`config.mk`:
```
export PLATFORM = sky130hd
export DESIGN_NAME = hyperbus_wb_bridge
export DESIGN_NICKNAME = d
export VERILOG_FILES = /design/src/rtl/hyperbus_pkg.sv /design/src/rtl/hyperbus_wb_timeout.sv /design/src/rtl/hyperbus_wb_bridge.sv
export SDC_FILE = /design/constraint.sdc
export NUM_CORES = 1
export LEC_CHECK = 0
export CAP_MARGIN = 25
export CORE_UTILIZATION = 30
export CTS_CLUSTER_DIAMETER = 120
export CTS_CLUSTER_SIZE = 24
export DETAILED_ROUTE_END_ITERATION = 6
export GPL_ROUTABILITY_DRIVEN = 1
export MAX_ROUTING_LAYER = met4
export PLACE_DENSITY = 0.63
export SYNTH_ARGS = -nofsm -noshare
export SYNTH_HDL_FRONTEND = slang
export SYNTH_HIERARCHICAL = 1
export SYNTH_SLANG_ARGS = --single-unit
```
`constraint.sdc`:
```
create_clock -name clk -period 7.7 [get_ports clk]
set_clock_uncertainty 0.2 [all_clocks]
set_input_delay 1.54 -clock clk [delete_from_list [all_inputs] [get_ports clk]]
set_output_delay 1.54 -clock clk [all_outputs]
set_load 0.02 [all_outputs]
```
`src/rtl/hyperbus_pkg.sv`:
```
// Shared types and constants for the HyperBus Wishbone bridge.
package hyperbus_pkg;

   localparam int         LATE_W   = 4;
   localparam logic [3:0] SEL_FULL = 4'hF;

   typedef enum logic [2:0] {
      S_IDLE,
      S_WR_REQ,
      S_RD_REQ,
      S_RD_WAIT,
      S_ACK,
      S_ERR
   } state_e;

   // Saturating up/down step; simultaneous inc and dec cancel out.
   function automatic logic [LATE_W-1:0] late_next(
      input logic [LATE_W-1:0] c,
      input logic              inc,
      input logic              dec
   );
      logic [LATE_W-1:0] r;
      r = c;
      unique case (1'b1)
         inc && !dec && (c != '1): r = c + 1'b1;
         dec && !inc && (c != '0): r = c - 1'b1;
         default: ;
      endcase
      return r;
   endfunction

endpackage

```
`src/rtl/hyperbus_wb_timeout.sv`:
```
// Wait-cycle counter; tc is high on the TIMEOUT-th enabled cycle.
module hyperbus_wb_timeout #(
   parameter int TIMEOUT = 1024
) (
   input  logic clk,
   input  logic rst,
   input  logic clr,
   input  logic en,
   output logic tc
);

   localparam int CW = (TIMEOUT > 2) ? $clog2(TIMEOUT) : 1;

   logic [CW-1:0] cnt_q;
   logic [CW-1:0] cnt_d;

   assign tc = (cnt_q == CW'(TIMEOUT - 1));

   always_comb begin
      cnt_d = cnt_q;
      if (clr) begin
         cnt_d = '0;
      end else if (en && !tc) begin
         cnt_d = cnt_q + 1'b1;
      end
   end

   always_ff @(posedge clk or posedge rst) begin
      if (rst) begin
         cnt_q <= '0;
      end else begin
         cnt_q <= cnt_d;
      end
   end

endmodule

```
`src/rtl/hyperbus_wb_bridge.sv`:
```
// Wishbone classic slave issuing single-word requests to hyperbus_fifo,
// with timeout errors and draining of read data that arrives too late.
module hyperbus_wb_bridge
   import hyperbus_pkg::*;
#(
   parameter int          ADR_W    = 24,
   parameter logic [31:0] BASE_ADR = 32'h0000_0000,
   parameter int          TIMEOUT  = 1024
) (
   input  logic             clk,
   input  logic             rst,
   input  logic [ADR_W-1:0] wb_adr_i,
   input  logic [31:0]      wb_dat_i,
   output logic [31:0]      wb_dat_o,
   input  logic [3:0]       wb_sel_i,
   input  logic             wb_we_i,
   input  logic             wb_cyc_i,
   input  logic             wb_stb_i,
   output logic             wb_ack_o,
   output logic             wb_err_o,
   output logic [31:0]      adr_o,
   output logic [31:0]      tx_dat_o,
   input  logic [31:0]      rx_dat_i,
   output logic             wrq,
   output logic             rrq,
   input  logic             tx_ready,
   input  logic             rx_valid,
   output logic [3:0]       late_cnt_o
);

   state_e            state_q, state_d;
   logic              wrq_q, wrq_d;
   logic              rrq_q, rrq_d;
   logic              ack_q, ack_d;
   logic              err_q, err_d;
   logic [31:0]       dat_q, dat_d;
   logic [31:0]       adr_q, adr_d;
   logic [31:0]       txd_q, txd_d;
   logic [LATE_W-1:0] late_q, late_d;

   logic        req;
   logic        inc;
   logic        dec;
   logic        own_rx;
   logic        tc;
   logic        to_clr;
   logic        to_en;
   logic [31:0] wadr;

   always_comb begin
      wadr = '0;
      wadr[ADR_W-3:0] = wb_adr_i[ADR_W-1:2];
   end

   assign req    = wb_cyc_i && wb_stb_i;
   assign own_rx = rx_valid && (late_q == '0);
   assign dec    = rx_valid && (late_q != '0);

   assign to_clr = (state_q == S_IDLE) || (state_q == S_RD_REQ && rrq_d);
   assign to_en  = (state_q == S_WR_REQ) || (state_q == S_RD_REQ)
                || (state_q == S_RD_WAIT);

   hyperbus_wb_timeout #(
      .TIMEOUT (TIMEOUT)
   ) u_timeout (
      .clk (clk),
      .rst (rst),
      .clr (to_clr),
      .en  (to_en),
      .tc  (tc)
   );

   always_comb begin
      state_d = state_q;
      wrq_d   = 1'b0;
      rrq_d   = 1'b0;
      ack_d   = 1'b0;
      err_d   = 1'b0;
      dat_d   = dat_q;
      adr_d   = adr_q;
      txd_d   = txd_q;
      inc     = 1'b0;
      case (state_q)
         S_IDLE: begin
            if (req) begin
               if (wb_we_i && wb_sel_i != SEL_FULL) begin
                  err_d   = 1'b1;
                  state_d = S_ERR;
               end else if (wb_we_i) begin
                  adr_d   = BASE_ADR + wadr;
                  txd_d   = wb_dat_i;
                  state_d = S_WR_REQ;
               end else begin
                  adr_d   = BASE_ADR + wadr;
                  state_d = S_RD_REQ;
               end
            end
         end
         S_WR_REQ: begin
            if (!wb_cyc_i) begin
               state_d = S_IDLE;
            end else if (tx_ready) begin
               wrq_d   = 1'b1;
               ack_d   = 1'b1;
               state_d = S_ACK;
            end else if (tc) begin
               err_d   = 1'b1;
               state_d = S_ERR;
            end
         end
         S_RD_REQ: begin
            if (!wb_cyc_i) begin
               state_d = S_IDLE;
            end else if (tx_ready) begin
               rrq_d   = 1'b1;
               state_d = S_RD_WAIT;
            end else if (tc) begin
               err_d   = 1'b1;
               state_d = S_ERR;
            end
         end
         S_RD_WAIT: begin
            // An abandoned read still owes us a word unless it lands now.
            if (!wb_cyc_i) begin
               inc     = !own_rx;
               state_d = S_IDLE;
            end else if (own_rx) begin
               dat_d   = rx_dat_i;
               ack_d   = 1'b1;
               state_d = S_ACK;
            end else if (tc) begin
               inc     = 1'b1;
               err_d   = 1'b1;
               state_d = S_ERR;
            end
         end
         default: begin
            state_d = S_IDLE;
         end
      endcase
      late_d = late_next(late_q, inc, dec);
   end

   always_ff @(posedge clk or posedge rst) begin
      if (rst) begin
         state_q <= S_IDLE;
         wrq_q   <= 1'b0;
         rrq_q   <= 1'b0;
         ack_q   <= 1'b0;
         err_q   <= 1'b0;
         dat_q   <= '0;
         adr_q   <= '0;
         txd_q   <= '0;
         late_q  <= '0;
      end else begin
         state_q <= state_d;
         wrq_q   <= wrq_d;
         rrq_q   <= rrq_d;
         ack_q   <= ack_d;
         err_q   <= err_d;
         dat_q   <= dat_d;
         adr_q   <= adr_d;
         txd_q   <= txd_d;
         late_q  <= late_d;
      end
   end

   assign wb_dat_o   = dat_q;
   assign wb_ack_o   = ack_q;
   assign wb_err_o   = err_q;
   assign adr_o      = adr_q;
   assign tx_dat_o   = txd_q;
   assign wrq        = wrq_q;
   assign rrq        = rrq_q;
   assign late_cnt_o = late_q;

endmodule

```
# --- Word level (Yosys, flattened, before mapping) ---
# Index checks and enable logic that the tools add are counted.
word_totals:
  register_bits: 107
  input_bits: 99
  wordCells: 78
classes:
  add_sub_neg: 3
  n_eq_ne: 7
  mux: 31
  bitwise_logic: 1
  n_reduce_logical: 26
op_table:
  columns: ["cell", "n"]
  rows:
  - ["$mux 3", 9]
  - ["$mux 10", 2]
  - ["$mux 1", 15]
  - ["$pmux 3 s4", 1]
  - ["$add 10x1->10 const B", 1]
  - ["$eq 10x10->1 const B", 1]
  - ["$logic_and 1x1->1", 10]
  - ["$ne 4x4->1 const B", 2]
  - ["$pmux 4 s2", 1]
  - ["$eq 3x2->1 const B", 2]
  - ["$reduce_and 3->1", 2]
  - ["$add 4x1->4 const B", 1]
  - ["$logic_not 1->1", 4]
  - ["$logic_not 4->1", 1]
  - ["$reduce_and 4->1", 1]
  - ["$reduce_bool 2->1", 2]
  - ["$reduce_bool 4->1", 1]
  - ["$sub 4x1->4 const B", 1]
  - ["$eq 3x1->1 const B", 1]
  - ["$logic_not 3->1", 1]
  - ["$logic_or 1x1->1", 3]
  - ["$pmux 1 s3", 1]
  - ["$mux 2", 1]
  - ["$ne 2x2->1 const B", 1]
  - ["other kinds (3)", 3]

# --- Longest topological paths before layout ---
depth:
  word_depth: 9
  depth_mapped: 10

# --- Cells and area by module ---
# Netlist, hierarchy kept.
modules_own_cells:
  columns: ["module", "n_inst", "cells_per_inst", "area_per_inst_um2", "seq_area_each_um2"]
  rows:
  - ["hyperbus_wb_bridge", 1, 268, 4147.7, 2427.3]
  - ["hyperbus_wb_timeout", 1, 66, 635.6, 250.2]

# --- Worst setup path after synthesis ---
# No wires, ideal clock.
synth_timing:
  path_kind: "input -> register"
  startpoint: "in wb_cyc_i"
  endpoint: "reg late_q[3], in the netlist late_cnt_o[3]"
  setup_time_ps: 134
  arrival_ps: 2995
  slack_ps: 4371
  cell_stages: 7
  path_buffers: 0
  path_cell_list: "nor2b_1 o311a_1 ha_1 a21o_2 a21oi_1 mux2i_1 xnor2_1"
synth_between:
  elab_chain_len: 6
  word_cells_on_any_way: 9
  cone_classes: "3 x mux; 6 x reduce/logical"
synth_rtl:
  columns: ["item", "line_no", "rtl"]
  rows:
  - ["start, declared", "hyperbus_wb_bridge.sv:17", "input logic wb_cyc_i,"]
  - ["$mux 1 *", "hyperbus_wb_bridge.sv:124", "if (!wb_cyc_i) begin"]
  - ["$mux 1 *", "hyperbus_wb_bridge.sv:83", "case (state_q)"]
  - ["$logic_not 1->1", "hyperbus_pkg.sv:26", "dec && !inc && (c != '0): r = c - 1'b1;"]
  - ["$logic_and 1x1->1 (2 in a row)", "hyperbus_pkg.sv:26", null]
  - ["$pmux 4 s2 or $reduce_bool 2->1 (tied branches)", null, null]
  - ["end signal, assigned", "hyperbus_wb_bridge.sv:164", "late_q <= late_d;"]
  - ["end, declared", "hyperbus_wb_bridge.sv:39", "logic [LATE_W-1:0] late_q, late_d;"]
# Every way passes the cells marked *; elsewhere a longest branch is shown, timed or not.
# A chain may end at the register's enable or synchronous reset.

# --- Worst setup path after layout ---
# Same ends and word-level chain as after synthesis.

==> impl_metrics.xml <==
<?xml version="1.0" encoding="UTF-8"?>
<metrics>
  <group name="run_status">
    <metric name="status" unit="">finished, final reports clean</metric>
  </group>
  <group name="timing">
    <metric name="hold_violations" unit="">0</metric>
    <metric name="finalCriticalPeriod" unit="ps">3600</metric>
    <metric name="fmaxAchievable" unit="GHz">0.278</metric>
    <metric name="worst_pin_slew" unit="ps">726</metric>
    <metric name="fin_setup_tns" unit="ps">0</metric>
    <metric name="setup_repair_after_global_routing_missed_its_margin" unit="">no</metric>
    <metric name="min_period_over_period" unit="%">46.7</metric>
    <metric name="final.hold.worst_slack" unit="ps">306</metric>
    <metric name="slew-limit-headroom" unit="%">51.4</metric>
    <metric name="final-setup-viol-count" unit="">0</metric>
    <metric name="report.final.slew_viol_count" unit="">0</metric>
  </group>
  <group name="drt">
    <metric name="post_drt_wl_per_cell" unit="um">15.7</metric>
    <metric name="post-route-drc-count" unit="">0</metric>
    <metric name="post_drt_via_cell_ratio" unit="">4.53</metric>
    <metric name="route.antenna.remaining_nets" unit="">0</metric>
    <metric name="detailroute.via_count" unit="">3355</metric>
    <metric name="drt_pass1_iterations" unit="">4</metric>
    <metric name="finalWirelength" unit="mm">11.6</metric>
    <metric name="drt-initial-drc-count" unit="">158</metric>
  </group>
  <group name="placed_design">
    <metric name="routabilityCongestion" unit="">0.790</metric>
    <metric name="hpwlAfterDp" unit="mm">8.59</metric>
    <metric name="numPortBuffers" unit="">190</metric>
  </group>
  <group name="worst_setup_path">
    <metric name="critPathKind" unit="">in -&gt; reg</metric>
    <metric name="r2r_end" unit="">late_cnt_o[3]</metric>
    <metric name="critical_path.endpoint_type" unit="">register</metric>
    <metric name="critical_path.startpoint_type" unit="">primary input</metric>
    <metric name="worst_r2r_startpoint" unit="">u_timeout/cnt_q[0]</metric>
    <metric name="worstPathArrival" unit="ps">3670</metric>
    <metric name="rr_worst_depth" unit="">10</metric>
    <metric name="timing.critical_path.required" unit="ps">7770</metric>
    <metric name="r2r_setup_slk" unit="ps">4340</metric>
    <metric name="crit_path_max_fanout" unit="">5</metric>
  </group>
  <group name="floorplan">
    <metric name="boundaryPins" unit="">203</metric>
    <metric name="fp.coreArea" unit="um2">15400</metric>
    <metric name="fp.dieH" unit="um">128</metric>
    <metric name="start_util" unit="%">31.1</metric>
    <metric name="dieArea" unit="um2">16500</metric>
    <metric name="dieWidth" unit="um">128</metric>
    <metric name="rows" unit="">45</metric>
  </group>
  <group name="final_layout">
    <metric name="ff_latch_area" unit="um2">2680</metric>
    <metric name="syn2layout_area_growth" unit="%">48.9</metric>
    <metric name="multi_input_gate_area" unit="um2">1870</metric>
    <metric name="nFillCells" unit="">1391</metric>
    <metric name="final_layout_size_suffix_gt1_share" unit="%">23.3</metric>
    <metric name="antenna_cells" unit="">0</metric>
    <metric name="layout.cells.most_common" unit="">sky130_fd_sc_hd__clkdlybuf4s50_1</metric>
    <metric name="design.final.nets" unit="">627</metric>
    <metric name="layout_common_cells" unit="">sky130_fd_sc_hd__clkdlybuf4s50_1 (190), sky130_fd_sc_hd__dfrtp_1 (107), sky130_fd_sc_hd__mux2_2 (57)</metric>
  </group>
  <group name="cts">
    <metric name="ctsRootBufferMaster" unit="">sky130_fd_sc_hd__clkbuf_16</metric>
    <metric name="htree_levels" unit="">3</metric>
    <metric name="cts_sinks" unit="">107</metric>
    <metric name="cts_resized" unit="">0</metric>
    <metric name="clkLatencyLatePin" unit="ps">350</metric>
    <metric name="tritoncts_clock_tree" unit="">built</metric>
    <metric name="cts.path.max_buffers" unit="">2</metric>
    <metric name="cts.hold.buffers_added" unit="">0</metric>
    <metric name="cts-buffers-inserted" unit="">9</metric>
    <metric name="number_of_buffers_inserted_to_repair_setup_after_cts" unit="">0</metric>
    <metric name="clkSlewWorstSetupHoldPaths" unit="ps">70</metric>
  </group>
  <group name="pwr">
    <metric name="reported_net_switching_power" unit="mW">0.600</metric>
    <metric name="leakagePower" unit="nW">3.20</metric>
    <metric name="p_sw_share" unit="%">31.7</metric>
    <metric name="power.share.combinational" unit="%">34.0</metric>
    <metric name="internal_power" unit="mW">1.29</metric>
    <metric name="pwr-share-seq" unit="%">40.0</metric>
    <metric name="clockPowerShare" unit="%">26.0</metric>
    <metric name="peak_supply_drop" unit="mV">0.169</metric>
    <metric name="powerDensity" unit="nW/um2">266</metric>
  </group>
  <group name="grt">
    <metric name="global_route.usage.total" unit="%">14.9</metric>
    <metric name="overflow_left_after_global_routing" unit="">0</metric>
    <metric name="grt_first_pass_wirelength" unit="mm">18.3</metric>
    <metric name="grt_pass1_vias" unit="">3466</metric>
    <metric name="grt_start_max_net_pins" unit="">56</metric>
    <metric name="antenna_found_initial" unit="">0</metric>
  </group>
  <group name="run">
    <metric name="drv.max_cap_violation_count" unit="">0</metric>
  </group>
  <group name="logic_synthesis">
    <metric name="synthesis.instances" unit="">334</metric>
    <metric name="synth_sequential_area_ratio" unit="%">56.0</metric>
    <metric name="ys_ff_latch" unit="">107</metric>
    <metric name="synthesis.area_per_instance" unit="um2">14.3</metric>
    <metric name="synth_top_flop_cell" unit="">sky130_fd_sc_hd__dfrtp_1</metric>
    <metric name="synthesis_warning_total" unit="">6</metric>
    <metric name="synth_enable_flop_cells" unit="">0</metric>
    <metric name="post_synth_instance_area" unit="um2">4780</metric>
    <metric name="synth-async-reset-ratio" unit="%">100</metric>
    <metric name="synth.lib_cells_used.distinct" unit="">54</metric>
  </group>
  <group name="worst_hold_path">
    <metric name="timing.hold.worst.start" unit="">adr_o[13]</metric>
    <metric name="hp-class" unit="">reg -&gt; reg</metric>
    <metric name="hold_path_end" unit="">adr_o[13]</metric>
    <metric name="holdPathStages" unit="">1</metric>
  </group>
</metrics>
## Yosys cell counts, drive strengths merged, types with 2 or more instances
cell / instances / share of area [%]
dfrtp: 107 / 56
mux2: 88 / 23
buf: 22 / 4.2
inv: 11 / 0.86
nand2: 10 / 0.78
nor2: 8 / 0.68
nand3: 7 / 0.94
a211oi: 6 / 1.2
nand2b: 5 / 0.65
nor2b: 5 / 0.65
a41oi: 4 / 0.73
and3: 4 / 0.52
nand4: 4 / 0.52
nor3: 4 / 0.42
nor4: 4 / 0.84
a21oi: 3 / 0.39
a311oi: 3 / 0.55
a31oi: 3 / 0.39
clkbuf: 3 / 0.65
ha: 3 / 0.78
o21ai: 3 / 0.31
xnor2: 3 / 0.55
a21o: 2 / 0.37
a22oi: 2 / 0.31
mux2i: 2 / 0.42
## critical path: stages
cell,delay (ps)
sky130_fd_sc_hd__clkdlybuf4s50_1,460
sky130_fd_sc_hd__nor2b_1,170
sky130_fd_sc_hd__o311a_1,440
sky130_fd_sc_hd__ha_1,300
sky130_fd_sc_hd__a21o_2,210
sky130_fd_sc_hd__a21oi_1,180
sky130_fd_sc_hd__mux2i_1,230
sky130_fd_sc_hd__xnor2_1,130
## metrics by stage
stage	util, %	area [um2]	worst slack [ps]	power [mW]	instances
2_1_floorplan	-	4820	3430	1.10	343
3_3_place_gp	44.1	6780	3740	1.40	723
3_5_place_dp	44.1	6780	3720	1.42	723
4_1_cts	46.2	7100	4090	1.92	739
5_1_grt	46.3	7120	4000	2.00	740
6_report	46.3	7120	4100	1.89	740
## layer usage
layer	vias to the layer above	GRT usage [%]	routed length (um)
met4	0	3.53	93
met3	7	5.09	894
met2	133	24.5	5810
li1	1560	-	-
met5	-	-	0
met1	1655	17.4	4830
## cells by family after synthesis
group                    Yosys count  synth area share, %
AO/OA/AOI/OAI                     34                 5.73
XOR/XNOR                           3                0.549
adder cells (fa/ha/maj)            4                 1.20
buffers and inverters             36                 5.70
flip-flops                       107                 56.0
multiplexers                      90                 23.5
other                              1               0.0784
AND/OR/NAND/NOR                   59                 7.27
## power groups by stage
stage / clock, mW / sequential, mW / combinational, mW
2_1_floorplan: 0 / 0.885 / 0.219
3_3_place_gp: 0 / 0.765 / 0.637
3_5_place_dp: 0 / 0.769 / 0.650
4_1_cts: 0.511 / 0.759 / 0.653
5_1_grt: 0.533 / 0.777 / 0.688
6_report: 0.491 / 0.757 / 0.644
## layout make-up
class / instances / share of cell area, %
inverter: 11 / 0.615
sequential: 107 / 37.6
timing repair buffer: 195 / 27.4
clock buffer: 10 / 3.35
tap: 211 / 3.71
multi-input combinational: 200 / 26.2
clock inverter: 6 / 1.14
## worst max path at each step
stage / start / to / slack, ps / cells past startpoint
5_1_grt: wb_cyc_i / late_cnt_o[3] / 4000 / 8
6_report: wb_cyc_i / late_cnt_o[3] / 4100 / 8
2_1_floorplan: rst / adr_o[0] / 3430 / 1
3_5_place_dp: wb_cyc_i / late_cnt_o[3] / 3720 / 8
4_1_cts: wb_cyc_i / late_cnt_o[3] / 4090 / 8
3_3_place_gp: wb_cyc_i / wb_dat_o[7] / 3740 / 5
## sequential cells by signal, indices dropped and copies added (netlist names)
| name | cells |
|---|---|
| adr_o | 22 |
| late_cnt_o | 4 |
| rrq | 1 |
| state_q | 3 |
| tx_dat_o | 32 |
| u_timeout/cnt_q | 10 |
| wb_ack_o | 1 |
| wb_dat_o | 32 |
| wb_err_o | 1 |
| wrq | 1 |
Power figures use the tool's default switching activity.
